## src/rtl/gate_sweep_ctrl.sv

```systemverilog
// gate_sweep_ctrl -- on-chip truth-table sweeper for a small combinational gate.
//
// Drives every input combination onto gate_in in ascending order. Each vector is
// held SETTLE_CYCLES+1 cycles. At the last cycle of the hold, gate_y is sampled and
// compared with the expected table that was captured at start.
//
// Optional build macro: GATE_SWEEP_STOP_ON_FAIL_EN
//   The sweep ends at the first mismatch. gate_in keeps the failing index
//   during the done cycle.
//
// Ports:
//   clk        in   clock, rising edge
//   rst_n      in   async active-low reset
//   start      in   begin a sweep (accepted in IDLE only)
//   exp_table  in   [V-1:0] expected y; bit i is the expected y for gate_in == i
//   gate_in    out  [N_IN-1:0] gate operands; MSB = a, LSB = b
//   gate_y     in   gate output under test
//   busy       out  high while vectors are being applied
//   done       out  one-cycle pulse at the end of a sweep
//   pass       out  last sweep had no mismatches
//   err_count  out  [N_IN:0] mismatches in the last sweep
//   fail_mask  out  [V-1:0] bit i set if vector i mismatched
module gate_sweep_ctrl #(
  parameter int N_IN          = 2,
  parameter int SETTLE_CYCLES = 1
) (
  input  logic                   clk,
  input  logic                   rst_n,
  input  logic                   start,
  input  logic [(1<<N_IN)-1:0]   exp_table,
  output logic [N_IN-1:0]        gate_in,
  input  logic                   gate_y,
  output logic                   busy,
  output logic                   done,
  output logic                   pass,
  output logic [N_IN:0]          err_count,
  output logic [(1<<N_IN)-1:0]   fail_mask
);

  localparam int V = 1 << N_IN;

  typedef enum logic [1:0] {IDLE, APPLY, FINISH} state_t;

  state_t          state_q, state_d;
  logic [N_IN-1:0] gin_q, gin_d;
  logic [3:0]      cnt_q, cnt_d;
  logic [V-1:0]    exp_q, exp_d;
  logic [N_IN:0]   err_q, err_d;
  logic [V-1:0]    mask_q, mask_d;
  logic            pass_q, pass_d;
  logic            mis;
  logic            last_vec;

  always_ff @(posedge clk or negedge rst_n) begin
    if (!rst_n) begin
      state_q <= IDLE;
      gin_q   <= '0;
      cnt_q   <= '0;
      exp_q   <= '0;
      err_q   <= '0;
      mask_q  <= '0;
      pass_q  <= 1'b0;
    end else begin
      state_q <= state_d;
      gin_q   <= gin_d;
      cnt_q   <= cnt_d;
      exp_q   <= exp_d;
      err_q   <= err_d;
      mask_q  <= mask_d;
      pass_q  <= pass_d;
    end
  end

  always_comb begin
    state_d  = state_q;
    gin_d    = gin_q;
    cnt_d    = cnt_q;
    exp_d    = exp_q;
    err_d    = err_q;
    mask_d   = mask_q;
    pass_d   = pass_q;
    mis      = 1'b0;
    last_vec = (gin_q == N_IN'(V - 1));
    case (state_q)
      IDLE: begin
        gin_d = '0;
        if (start) begin
          exp_d   = exp_table;
          err_d   = '0;
          mask_d  = '0;
          pass_d  = 1'b0;
          cnt_d   = '0;
          state_d = APPLY;
        end
      end
      APPLY: begin
        if (cnt_q != 4'(SETTLE_CYCLES)) begin
          cnt_d = cnt_q + 4'd1;
        end else begin
          // Compare edge: gate_y is only looked at here, glitches elsewhere are ignored.
          mis = (gate_y != exp_q[gin_q]);
          if (mis) begin
            mask_d[gin_q] = 1'b1;
            err_d         = err_q + (N_IN+1)'(1);
          end
`ifdef GATE_SWEEP_STOP_ON_FAIL_EN
          if (mis) begin
            // Leave gin alone so the failing vector is visible during done.
            state_d = FINISH;
            pass_d  = 1'b0;
          end else if (last_vec) begin
            state_d = FINISH;
            pass_d  = (err_d == '0);
          end else begin
            gin_d = gin_q + N_IN'(1);
            cnt_d = '0;
          end
`else
          if (last_vec) begin
            state_d = FINISH;
            pass_d  = (err_d == '0);
          end else begin
            gin_d = gin_q + N_IN'(1);
            cnt_d = '0;
          end
`endif
        end
      end
      FINISH: begin
        state_d = IDLE;
        gin_d   = '0;
        cnt_d   = '0;
      end
      default: state_d = IDLE;
    endcase
  end

  assign gate_in   = gin_q;
  assign busy      = (state_q == APPLY);
  assign done      = (state_q == FINISH);
  assign pass      = pass_q;
  assign err_count = err_q;
  assign fail_mask = mask_q;

endmodule

```

## config.mk

```make
export PLATFORM = sky130hd
export DESIGN_NAME = gate_sweep_ctrl
export DESIGN_NICKNAME = d
export VERILOG_FILES = /design/src/rtl/gate_sweep_ctrl.sv
export SDC_FILE = /design/constraint.sdc
export NUM_CORES = 1
export LEC_CHECK = 0
export CORE_MARGIN = 2
export CORE_UTILIZATION = 45
export DETAILED_ROUTE_END_ITERATION = 8
export PLACE_DENSITY = 0.68
export SYNTH_ARGS = -nofsm -noshare
export SYNTH_HDL_FRONTEND = slang
export SYNTH_SLANG_ARGS = --single-unit
```

## constraint.sdc

```tcl
create_clock -name clk -period 2.63 [get_ports clk]
set_clock_uncertainty 0.2 [all_clocks]
set_input_delay 0.526 -clock clk [delete_from_list [all_inputs] [get_ports clk]]
set_output_delay 0.526 -clock clk [all_outputs]
set_load 0.05 [all_outputs]
```

; ---- Yosys cells after proc, flatten, opt, wreduce, memory -nomap -nowiden
; Cells that the tools add are included.
[word_totals]
output_inout_bits = 12
reg_bits = 20
romBits = 0
mem_bits_rw = 0
memories = 0
inputBits = 8
latchBits = 0
[classes]
div_mod_pow = 0
n_addsub = 3
multipliers = 0
magnitude_cmp = 2
n_shift = 0
muxes = 28
bitwise = 1
n_eq_ne = 11
reduce_logical = 14
[op_table]
columns = operator, count
row1 = $mux 4, 5
row2 = $mux 3, 5
row3 = $pmux 4 s3, 1
row4 = $reduce_and 3->1, 4
row5 = $mux 2, 5
row6 = $pmux 2 s2, 2
row7 = $pmux 4 s2, 1
row8 = $reduce_and 4->1, 2
row9 = $ne 2x2->1 const B, 3
row10 = $pmux 3 s2, 1
row11 = $mux 1, 5
row12 = $add 4x1->4 const B, 1
row13 = $eq 2x2->1 const B, 2
row14 = $ne 2x1->1 const B, 2
row15 = $ne 4x1->1 const B, 1
row16 = $or 4x4->4, 1
row17 = $reduce_bool 2->1, 2
row18 = $add 3x1->3 const B, 1
row19 = $logic_not 3->1, 1
row20 = $lt 2x3->1 const B, 1
row21 = $ne 3x2->1 const B, 1
row22 = $reduce_bool 3->1, 1
row23 = $add 2x1->2 const B, 1
row24 = $bmux 1 s2, 1
row25 = 9 further kinds, 9

; ---- Longest topological paths before layout
[logic_depth]
word_depth = 10
mapped_depth = 7

; ---- Worst setup path before layout
; OpenSTA, ideal clock, no wires.
[synth_timing]
kind = reg-to-reg
start = reg gin_q[0], in the netlist gate_in[0]
end = reg err_q[2], in the netlist err_count[2]
required_time_ps = 2359
arrival_ps = 2015
path_slack_ps = 344
path_stages_with_launch = 5
synth_period_minus_slack_ps = 2286
setup_ps = 71
cell_sequence = dfrtp_1 > mux4_2 > xnor2_2 > or4b_1 > nand3_1
[synth_between]
elab_chain_len = 8
[synth_lines]
columns = element, line_no
row1 = start: declaration, 45  ; logic [N_IN-1:0] gin_q, gin_d;
row2 = start signal: assignment, 65  ; gin_q <= gin_d;
row3 = $bmux 1 s2, 101  ; mis = (gate_y != exp_q[gin_q]);
row4 = $mux 1 (implied by the code), 101
row5 = $ne 1x1->1, 101
row6 = $mux 3, 102  ; if (mis) begin
row7 = $mux 3, 97  ; if (cnt_q != 4'(SETTLE_CYCLES)) begin
row8 = $mux 3, 84  ; case (state_q)
row9 = $mux 3, 97
row10 = $pmux 3 s2, 84
row11 = end signal: assignment, 68  ; err_q <= err_d;
row12 = end: declaration, 48  ; logic [N_IN:0] err_q, err_d;
; No other way between the ends. The select of a mux whose other input is x is not followed.
; A chain may end at the register's enable or synchronous reset.

; ---- Final worst setup path
[layout_timing]
start = reg state_q[1]
end = out done
[layout_between]
elab_chain_len = 1
[layout_lines]
columns = element, line_no
row1 = start: declaration, 44  ; state_t state_q, state_d;
row2 = start signal: assignment, 64  ; state_q <= state_d;
row3 = $eq 2x2->1, 140  ; assign done = (state_q == FINISH);
row4 = end: declaration, 34  ; output logic done,
; No other way between the ends.

==> metrics.txt <==
critical path fanouts, max 9; first-pass GRT wire length around 3400 µm; CTS root buffer clkbuf_4; Via Count ~790; initial cell density of the core 0.4867; ranking of synthesized cells by area dfrtp_1, ha_1, mux2_2; H-tree levels 1; fin crit share 0.9603; CTS tree built; post_cts resized 0; worst min path class reg2reg; switch share 0.4325; critical path endpoint category output port; max cap viols 0; Syn. warnings 0; final hold vios 0; peak supply drop between 0.8 and 0.9 mV; minimum hold slack 0.3190 ns; Avg WL per Cell ~13 µm; GRT overflow 0; part of the power in the clock network 0.150; Sink Count 20; # diodes 0; Worst EP arrival between 1.5 and 2 ns; drt via density roughly 5.5; Worst-Skew Late Latency around 0.31 ns; mean area per synthesized cell 11.31 µm²; Initial DRC Count 18; die area roughly 2800 µm²; Max Fclk 395.9 MHz; largest net degree at the start of global routing 21; initial antenna violation count 0; max-slew violations 0; post-CTS setup buffer count 0; antenna-violating nets left 0; minimum clock period 2.526 ns; Worst Setup Start Kind flop; Comb power frac 0.529; Die H around 53 µm; TritonRoute pass-1 iters 4; status finished, final reports clean; normalized max-slew margin 0.6644; fin nets 132; Slew @ Worst Pin 0.5018 ns; design area 1364 µm²; Clock Path Buffers 2; final WL 1937 µm; Int Pwr between 0.0009 and 0.001 W; DRC violations left 0; sequential group share of total power 0.321; Post-DP Area between 1000 and 1500 µm²; Final setup viols 0; Synth top area share 0.4561; setup TNS 0 ns; Clock transition at path regs approximately 0.12 ns; FP Rows 17; number of global-route vias before repair about 750; Placer Congestion about 0.85; critical path class reg2out; leakage power 0.5980 nW; total CTS buffers 3; Layout area overhead 24.29%; RSZ-0062 raised after global routing no; pwr dens 1241 nW/µm²; Worst EP required 1.90 ns; synthesized area 1097 µm²; Sw Pwr about 0.00073 W; IO buf count 19; Post-CTS Hold Buffers 0; IO Count 20; Mapped Cells 97; biggest area consumer among synthesized cells dfrtp_1; Core ar. between 2000 and 2500 µm²; register bit total from synthesis 20; post-synthesis cell type count 34; Total GRT Usage 0.1649; Synthesized Nets approximately 110; placed wire-length estimate roughly 1400 µm; Die X roughly 53 µm; sequential share of the synthesized area 0.4561; R2R Setup Slk roughly 0.44 ns; ratio of cells with drive above 1 in the final layout 0.1466
## kinds of logic (layout without fill, tap and decap cells)
family                     count (synthesis)  in the layout  synth area share
AOI/OAI and AO/OA                         19             19            0.1186
buffers and inverters                     10             29           0.04333
xor gates and xnor gates                   4              4           0.03878
muxes                                      8              8           0.09008
DFF                                       20             20            0.4561
adders and majority gates                  7              7           0.07981
and+or+nand+nor                           29             29            0.1733
## cell usage in the layout (no fill, tap or decap), types with 3 or more instances in the layout
master,count
o211ai_1,3
mux2_2,5
a22o_1,5
clkdlybuf4s50_1,18
o21ai_0,6
clkbuf_4,3
nor2_1,5
nand2_1,3
nand3_1,4
ha_1,7
inv_1,5
dfrtp_1,20
## per-layer routing
layer | vias up | part of all wire | routed length [µm] | global-route usage
li1 | 391 | - | - | -
met1 | 382 | 0.48 | 934 | 0.2287
met2 | 12 | 0.48 | 930 | 0.2551
met3 | 2 | 0.028 | 55 | 0.02542
met4 | 0 | 0.0088 | 17 | 0.06410
met5 | - | 0 | 0 | 0
## synth_stat cells, drive strengths merged
| cell | instances |
|---|---|
| a211oi | 1 |
| a21oi | 1 |
| a22o | 5 |
| and2 | 2 |
| and4bb | 1 |
| buf | 3 |
| clkbuf | 2 |
| dfrtp | 20 |
| ha | 7 |
| inv | 5 |
| mux2 | 5 |
| mux2i | 2 |
| mux4 | 1 |
| nand2 | 3 |
| nand2b | 1 |
| nand3 | 4 |
| nand3b | 1 |
| nand4 | 2 |
| nor2 | 6 |
| nor2b | 2 |
| nor3 | 4 |
| o211ai | 3 |
| o21ai | 6 |
| o22a | 1 |
| o22ai | 2 |
| or3b | 1 |
| or4 | 1 |
| or4b | 1 |
| xnor2 | 3 |
| xor2 | 1 |
## worst max-delay path, cell delays in order (launching register included)
cell             delay (ns)
dfrtp_1                0.52
nor2b_1                0.17
clkdlybuf4s50_1        0.81
## worst paths after layout
kind,endpoint,startpoint,depth (start not counted)
max,done,state_q[1]$_DFFE_PN0P_,2
min reg2reg,exp_q[2]$_DFFE_PN0P_,exp_q[2]$_DFFE_PN0P_,1
min,exp_q[2]$_DFFE_PN0P_,exp_q[2]$_DFFE_PN0P_,1
max in group asynchronous,cnt_q[2]$_DFFE_PN0P_,rst_n,2
max reg2reg,err_count[1]$_DFFE_PN0P_,cnt_q[1]$_DFFE_PN0P_,6
min in group asynchronous,fail_mask[0]$_DFFE_PN0P_,rst_n,2
## through the flow
stage | setup slack (ns) | total power, W | util | cells
5_1_grt | 0.03632 | 0.001822 | 0.6049 | 144
6_report | 0.1044 | 0.001692 | 0.6049 | 144
4_1_cts | 0.09368 | 0.001714 | 0.6049 | 144
2_1_floorplan | 0.3442 | 0.001219 | - | 97
3_5_place_dp | 0.4322 | 0.001455 | 0.5816 | 140
3_3_place_gp | 0.4514 | 0.001438 | 0.5816 | 140
## sequential cells by signal, summed over array words and instances, names as in the netlist
name and count:
cnt_q 4, exp_q 4, fail_mask 4, err_count 3
gate_in 2, state_q 2, pass 1
## power groups by stage
stage	registers [W]	logic [W]	clock network, W
CTS	0.000544	0.000905	0.000265
global placement	0.000547	0.000891	0
detailed placement	0.000552	0.000903	0
floorplan	0.000705	0.000514	0
global route	0.000567	0.000984	0.000272
finish	0.000544	0.000895	0.000254
## final cells by class
cell class,count,area (µm²)
Inverter,5,18.77
Fill cell,187,890.9
Tap cell,28,35.03
Clock buffer,3,22.52
Multi-Input combinational cell,67,549.3
Clock inverter,1,30.03
Sequential cell,20,500.5
Timing Repair Buffer,20,207.7
(Power assumes the default switching activity.)
